===== config.mk =====
export PLATFORM = sky130hd
export DESIGN_NAME = alu_share_scheduler
export DESIGN_NICKNAME = d
export VERILOG_FILES = /design/src/rtl/alu_sched_pkg.sv /design/src/rtl/rr_arb2.sv /design/src/rtl/alu_share_scheduler.sv
export SDC_FILE = /design/constraint.sdc
export NUM_CORES = 1
export LEC_CHECK = 0
export BUFFER_PORTS_ARGS = -buffer_cell sky130_fd_sc_hd__buf_2
export CELL_PAD_IN_SITES_DETAIL_PLACEMENT = 0
export CELL_PAD_IN_SITES_GLOBAL_PLACEMENT = 1
export CORE_MARGIN = 5
export CORE_UTILIZATION = 32
export DETAILED_ROUTE_END_ITERATION = 6
export PLACE_DENSITY_LB_ADDON = 0.1
export SYNTH_ARGS = -nofsm -noshare
export SYNTH_HDL_FRONTEND = slang
export SYNTH_SLANG_ARGS = --single-unit

===== constraint.sdc =====
create_clock -name clk -period 2 [get_ports clk]
set_input_delay 0.1 -clock clk [delete_from_list [all_inputs] [get_ports clk]]
set_output_delay 0.1 -clock clk [all_outputs]
set_load 0.01 [all_outputs]

===== src/rtl/alu_sched_pkg.sv =====
// Shared types and constants for the ALU share scheduler.
package alu_sched_pkg;

  typedef enum logic [1:0] {
    IDLE = 2'd0,
    EXEC = 2'd1,
    RESP = 2'd2
  } state_t;

  localparam logic [1:0] MODE_RAW = 2'b00;
  localparam logic [1:0] MODE_MIN = 2'b01;
  localparam logic [1:0] MODE_MAX = 2'b10;

  // {S2,S1,S0,Ci} for set-less-than; ALU Co=1 means B<A
  localparam logic [3:0] SLT_SEL = 4'b1001;

  // MIN and MAX are the two compound modes; 2'b11 falls back to raw
  function automatic logic is_cmp_mode(input logic [1:0] mode);
    return (mode == MODE_MIN) || (mode == MODE_MAX);
  endfunction

endpackage


===== src/rtl/rr_arb2.sv =====
// Two-way round-robin grant: the port that did not win last time has priority.
module rr_arb2 (
  input  logic valid0,
  input  logic valid1,
  input  logic last_grant,
  output logic grant,
  output logic grant_id
);

  // grant whichever port is valid; on a tie, favour the one not served last
  always_comb begin
    grant    = valid0 | valid1;
    grant_id = (valid0 && valid1) ? ~last_grant : valid1;
  end

endmodule


===== src/rtl/alu_share_scheduler.sv =====
// Shares one external 32-bit ALU between two requesters and sequences MIN/MAX.
//
// state | meaning
// IDLE  | waiting for a command; granted port sees ready this cycle
// EXEC  | latched command driven onto the ALU for exactly one cycle
// RESP  | registered result offered until resp_valid && resp_ready
module alu_share_scheduler
  import alu_sched_pkg::*;
#(
  parameter int         WIDTH   = 32,
  parameter logic [3:0] SLT_SEL = alu_sched_pkg::SLT_SEL
) (
  input  logic             clk,
  input  logic             rst,
  input  logic             req0_valid,
  output logic             req0_ready,
  input  logic [WIDTH-1:0] req0_a,
  input  logic [WIDTH-1:0] req0_b,
  input  logic [3:0]       req0_op,
  input  logic [1:0]       req0_mode,
  input  logic             req1_valid,
  output logic             req1_ready,
  input  logic [WIDTH-1:0] req1_a,
  input  logic [WIDTH-1:0] req1_b,
  input  logic [3:0]       req1_op,
  input  logic [1:0]       req1_mode,
  output logic             resp_valid,
  input  logic             resp_ready,
  output logic             resp_id,
  output logic [WIDTH-1:0] resp_f,
  output logic             resp_co,
  output logic [WIDTH-1:0] alu_a,
  output logic [WIDTH-1:0] alu_b,
  output logic             alu_s0,
  output logic             alu_s1,
  output logic             alu_s2,
  output logic             alu_ci,
  input  logic [WIDTH-1:0] alu_f,
  input  logic             alu_co
);

  state_t           state;
  state_t           state_nxt;
  logic             last_grant;
  logic             grant;
  logic             grant_id;
  logic             accept;
  logic [WIDTH-1:0] cmd_a;
  logic [WIDTH-1:0] cmd_b;
  logic [3:0]       cmd_op;
  logic [1:0]       cmd_mode;
  logic             cmd_id;
  logic [3:0]       exec_sel;

  rr_arb2 u_arb (
    .valid0     (req0_valid),
    .valid1     (req1_valid),
    .last_grant (last_grant),
    .grant      (grant),
    .grant_id   (grant_id)
  );

  assign accept   = (state == IDLE) && grant;
  assign exec_sel = is_cmp_mode(cmd_mode) ? SLT_SEL : cmd_op;

  // state register
  always_ff @(posedge clk) begin
    if (rst) state <= IDLE;
    else     state <= state_nxt;
  end

  // next state, request/response handshakes and ALU drive (zero outside EXEC)
  always_comb begin
    state_nxt  = state;
    req0_ready = 1'b0;
    req1_ready = 1'b0;
    resp_valid = 1'b0;
    alu_a      = '0;
    alu_b      = '0;
    alu_s2     = 1'b0;
    alu_s1     = 1'b0;
    alu_s0     = 1'b0;
    alu_ci     = 1'b0;
    case (state)
      IDLE: begin
        if (grant) begin
          req0_ready = ~grant_id;
          req1_ready = grant_id;
          state_nxt  = EXEC;
        end
      end
      EXEC: begin
        alu_a     = cmd_a;
        alu_b     = cmd_b;
        alu_s2    = exec_sel[3];
        alu_s1    = exec_sel[2];
        alu_s0    = exec_sel[1];
        alu_ci    = exec_sel[0];
        state_nxt = RESP;
      end
      RESP: begin
        resp_valid = 1'b1;
        if (resp_ready) state_nxt = IDLE;
      end
      default: state_nxt = IDLE;
    endcase
  end

  // latch the granted command and remember who won for the next tie
  always_ff @(posedge clk) begin
    if (rst) begin
      last_grant <= 1'b1;
      cmd_a      <= '0;
      cmd_b      <= '0;
      cmd_op     <= '0;
      cmd_mode   <= '0;
      cmd_id     <= 1'b0;
    end else if (accept) begin
      last_grant <= grant_id;
      cmd_id     <= grant_id;
      cmd_a      <= grant_id ? req1_a    : req0_a;
      cmd_b      <= grant_id ? req1_b    : req0_b;
      cmd_op     <= grant_id ? req1_op   : req0_op;
      cmd_mode   <= grant_id ? req1_mode : req0_mode;
    end
  end

  // capture the ALU result at the end of EXEC; MIN/MAX pick an operand from Co
  always_ff @(posedge clk) begin
    if (rst) begin
      resp_f  <= '0;
      resp_co <= 1'b0;
      resp_id <= 1'b0;
    end else if (state == EXEC) begin
      resp_co <= alu_co;
      resp_id <= cmd_id;
      case (cmd_mode)
        MODE_MIN: resp_f <= alu_co ? cmd_b : cmd_a;
        MODE_MAX: resp_f <= alu_co ? cmd_a : cmd_b;
        default:  resp_f <= alu_f;
      endcase
    end
  end

endmodule


; After elaboration in Yosys (flattened, before gate mapping)
; Cells that the tools add are included.
; W data, S select, Z words.
[op_classes]
n_bitwise = 3
n_eq_ne = 6
n_reduce_logical = 5
mux = 23
[op_table]
columns = operator, count
row1 = $mux W32, 6
row2 = $pmux W32 S2, 1
row3 = $mux W1, 10
row4 = $mux W4, 2
row5 = $mux W2, 3
row6 = $pmux W2 S3, 1
row7 = $eq A2 B1 Y1 const B, 2
row8 = $eq A2 B2 Y1 const B, 2
row9 = $ne A2 B2 Y1 const B, 2
row10 = $logic_and A1 B1 Y1, 2
row11 = $logic_not A2 Y1, 1
row12 = $not A1 Y1, 2
row13 = $reduce_and A2 Y1, 1
row14 = $logic_or A1 B1 Y1, 1
row15 = $or A1 B1 Y1, 1
[totals]
inputBits = 178
register_bits = 108
elab_cells = 47

; Longest topological paths before layout
[depth]
ltp_word = 5
ltp_mapped = 6
depth_no_buf = 5

; By module
; Synthesis repeated with hierarchy kept, for this count alone.
[unflattened]
hier_cells = 635
area_unflattened_um2 = 5770.5
[by_module_without_submodules]
columns = module, seq_area_each_um2, area_each_um2, cells_per_inst, n_inst
row1 = alu_share_scheduler, 2162.1, 5756.8, 633, 1
row2 = rr_arb2, 0.0, 13.8, 2, 1

; Worst setup path before layout
; No wires, ideal clock.
[synth_timing]
kind = register to register
startpoint = register cmd_mode[0]
endpoint = register resp_f[28]
path_stages_with_launch = 7
arrival_time_ps = 1590
setup_ps = 132
path_slack_ps = 278
path_cell_list = dfxtp_1 inv_1 ha_1 clkbuf_1 or4b_1 o22ai_1 nor4_1
[synth_between]
elab_chain_len = 2
word_cells_on_any_way = 3
cone_classes = 2 x eq/ne / 1 x mux
[synth_rtl]
columns = item, line
row1 = start: declaration, alu_share_scheduler.sv:51  ; logic [1:0] cmd_mode;
row2 = start signal: assignment, alu_share_scheduler.sv:124  ; cmd_mode <= grant_id ? req1_mode : req0_mode;
row3 = $eq A2 B2 Y1 / $eq A2 B1 Y1 (equally long branches), alu_share_scheduler.sv:137  ; case (cmd_mode)
row4 = $pmux W32 S2 *, alu_share_scheduler.sv:137
row5 = end signal: assignment, alu_share_scheduler.sv:138  ; MODE_MIN: resp_f <= alu_co ? cmd_b : cmd_a;
row6 = end signal: assignment, alu_share_scheduler.sv:139  ; MODE_MAX: resp_f <= alu_co ? cmd_a : cmd_b;
row7 = end signal: assignment, alu_share_scheduler.sv:140  ; default: resp_f <= alu_f;
row8 = end: declaration, alu_share_scheduler.sv:30  ; output logic [WIDTH-1:0] resp_f,
; Mark *: on every way between the ends. The rest lies on a longest branch, timed or not.
; A chain may end at the register's enable or synchronous reset.

; Worst setup path in the final report
[layout_timing]
startpoint = register state[1]
endpoint = output port req0_ready
[layout_between]
elab_chain_len = 2
[layout_rtl]
columns = item, line
row1 = start: declaration, alu_share_scheduler.sv:42  ; state_t state;
row2 = start signal: assignment, alu_share_scheduler.sv:69  ; else state <= state_nxt;
row3 = $logic_not A2 Y1, alu_share_scheduler.sv:84  ; case (state)
row4 = $mux W1, alu_share_scheduler.sv:84
row5 = end: declaration, alu_share_scheduler.sv:16  ; output logic req0_ready,
; Every way passes these cells.

==> results.md <==
| Parameter | This run |
|---|---|
| Slack of the worst reg-to-reg path | 0.22 ns |
| Largest net degree at the start of global routing | 65 |
| Clock latency of the later-clocked register in the worst-skew pair | 0.35 ns |
| Top Ports | 283 |
| Number of cells produced by synthesis | 682 |
| First-pass GRT wire length | 36.0 mm |
| Worst slew margin relative to its limit | 63.5% |
| Measured slew at the worst slew-check pin | 0.547 ns |
| Placement row count | 48 |
| Final-layout fill cell count | 1804 |
| Element type at the critical path end | primary output |
| Post-cts hold buffer count | 0 |
| Number of global-route vias before repair | 6507 |
| Gp weighted congestion | 0.836 |
| Cell variety after synth | 33 |
| Maximum count of clock buffers along a single path | 2 |
| Post-CTS setup-driven buffer insertion count | 0 |
| Average detailed-routed wire length per instance | 20.4 um |
| Area overhead of the layout relative to synthesis | 36.3% |
| Fmax | 543 MHz |
| Sequential fraction of the synthesis area | 38.2% |
| Type of the most critical hold path | primary input to register |
| Sink Count | 108 |
| Number of vias after detailed routing | 6410 |
| H-tree lvl count | 3 |
| Fraction of layout instances using a drive strength above 1 | 36.4% |
| Die Span Y | 143 um |
| Number of iterations in the first detailed-routing pass | 6 |
| Data arrival time at the worst-slack endpoint | 1.74 ns |
| Per-cell via count in the routed design | 5.58 |
| Antenna Nets Post-Route | 0 |
| Leakage power total | 3.36 nW |
| EDFF count, synth | 0 |
| Post-route fraction of the period consumed by the critical path | 92.1% |
| Global-route congestion overflow total | 0 |
| Clock transition at path regs | 0.08 ns |
| Total wirelength of the detailed-routed design | 23.4 mm |
| CTS root buf | sky130_fd_sc_hd__clkbuf_16 |
| Number of setup violations in the final report | 0 |
| Run status | finished, final reports clean |
| DP HPWL | 16.6 mm |
| Minimum hold slack | 0.0174 ns |
| TritonCTS buffer count | 9 |
| Final number of max-transition violations | 0 |
| Post-synthesis cell area | 5660 um^2 |
| Power per cell area | 807 nW/um^2 |
| Type of the setup path with the least slack | register to primary output |
| Data required time of the critical path | 1.90 ns |
| Flop and latch count out of synthesis | 108 |
| Number of antenna violations at the first check in global routing | 0 |
| Final period demand of the worst path | 1.84 ns |
| Final Skew | 0.00794 ns |
| Number of buffers added on ports | 282 |
| Sum of negative setup slack | 0 ns |
| Clock tree from TritonCTS | done |
| Total number of nets in the final design | 1098 |
| CP startpoint kind | register |
| Core outline area | 17400 um^2 |
| Total inserted antenna cells | 0 |
| Hold Vio Cnt, Final | 0 |
| Mapped Avg Cell Area | 8.30 um^2 |
| Total track usage | 22.2% |
| Number of nets produced by synthesis | 862 |
| DRT iter0 DRCs | 403 |
| Worst Reg-to-Reg Cells | 5 |
| Fraction of registers with async set/reset | 0% |
| Unrepaired setup endpoints after global routing | false |
| Effective utilization at floorplan | 32.6% |
| Synth warn | 0 |
| Most used flip-flop cell after synthesis | sky130_fd_sc_hd__dfxtp_1 |
| Largest driver fanout on the critical path | 52 |
| Horiz. Die Dim | 143 um |
| Remaining design rule violation count | 0 |
| Worst hold stages | 3 |
| Die ar. | 20500 um^2 |
| Max rail drop VDD | 0.395 mV |
| Max Cap Viol | 0 |
==> timing repair <==
item,4_1_cts,5_1_grt
setup endpoints to repair,3,29
resized for setup,2,3
pin swaps,0,0
==> cells by family (layout without fill, tap and decap cells) <==
group / count (synthesis) / after routing / share of synthesized area [%]
adders and majority gates: 2 / 2 / 0.442
buffers and inverters: 86 / 327 / 6.32
DFF: 108 / 108 / 38.2
and+or+nand+nor: 235 / 235 / 23.8
AOI/OAI and AO/OA: 218 / 218 / 25.4
muxes: 33 / 33 / 5.88
==> report_power, final <==
group	leakage, nW	internal (W)	switching [W]
Sequential	0.890	0.00237	0.000181
Combinational	2.29	0.000639	0.000916
Clock	0.173	0.00125	0.000874
Total	3.36	0.00426	0.00197
==> cells in the mapped netlist (27+ instances only) <==
library cell | count | area share (%)
sky130_fd_sc_hd__clkbuf_1 | 54 | 3.6
sky130_fd_sc_hd__o21ai_0 | 40 | 3.5
sky130_fd_sc_hd__a31oi_1 | 39 | 4.3
sky130_fd_sc_hd__mux2i_1 | 31 | 5.5
sky130_fd_sc_hd__a21oi_1 | 37 | 3.3
sky130_fd_sc_hd__nand3_1 | 105 | 9.3
sky130_fd_sc_hd__nand3b_1 | 27 | 3.6
sky130_fd_sc_hd__dfxtp_1 | 108 | 38
sky130_fd_sc_hd__o221ai_1 | 27 | 4.2
sky130_fd_sc_hd__a211oi_1 | 31 | 4.1
sky130_fd_sc_hd__a22oi_1 | 27 | 3.6
sky130_fd_sc_hd__and2_1 | 64 | 7.1
==> critical path: stages (launching register included) <==
cell and delay, ns:
sky130_fd_sc_hd__dfxtp_1 0.39, sky130_fd_sc_hd__buf_4 0.19, sky130_fd_sc_hd__nor2_4 0.13, sky130_fd_sc_hd__buf_12 0.25
sky130_fd_sc_hd__nand2_1 0.14, sky130_fd_sc_hd__nor2_1 0.11, sky130_fd_sc_hd__buf_2 0.15
==> worst paths after layout <==
check | to | start
hold reg to reg | resp_id | cmd_id
hold / removal | cmd_b[22] | req0_b[22]
setup / recovery | req0_ready | state[1]
setup reg to reg | resp_f[26] | cmd_mode[0]
==> layer usage <==
| metal | track usage [%] | up-vias | part of all wire (%) |
|---|---|---|---|
| met3 | 5.29 | 34 | 7.9 |
| li1 | - | 3029 | - |
| met5 | 0 | - | 0 |
| met1 | 28.8 | 3050 | 42 |
| met4 | 7.30 | 0 | 2.0 |
| met2 | 36.6 | 297 | 48 |
==> final cells by class <==
class | count | area (um^2) | share of cell area [%]
clock buffer | 9 | 225 | 2.92
timing repair buffer | 306 | 1700 | 22.0
multi-input combinational | 488 | 3200 | 41.5
sequential | 108 | 2160 | 28.0
inverter | 5 | 18.8 | 0.243
tap | 225 | 282 | 3.65
clock inverter | 7 | 128 | 1.65
==> placed cells by master (no fill, tap or decap), drive strengths merged, types with 31 or more instances in the layout <==
cell type	instances
buf	306
dfxtp	108
nand3	105
and2	64
o21ai	40
a31oi	39
a21oi	37
mux2i	31
a211oi	31
==> stage by stage <==
stage / instances / cell area [um^2] / worst slack (ns) / util (%) / total power [W]
finish: 1148 / 7720 / 0.158 / 44.5 / 0.00623
global route: 1148 / 7720 / 0.0464 / 44.5 / 0.00654
CTS: 1148 / 7710 / 0.0463 / 44.4 / 0.00627
detailed placement: 1132 / 7350 / 0.0690 / 42.4 / 0.00414
global placement: 1132 / 7350 / 0.187 / 42.4 / 0.00412
floorplan: 682 / 5660 / 0.278 / - / 0.00342
==> registers in the layout (all words and copies together), names as in the netlist <==
register	count
cmd_a	32
cmd_b	32
resp_f	32
cmd_op	4
cmd_mode	2
state	2
cmd_id	1
last_grant	1
resp_co	1
resp_id	1
No activity file was read; power rests on OpenSTA's default activity.
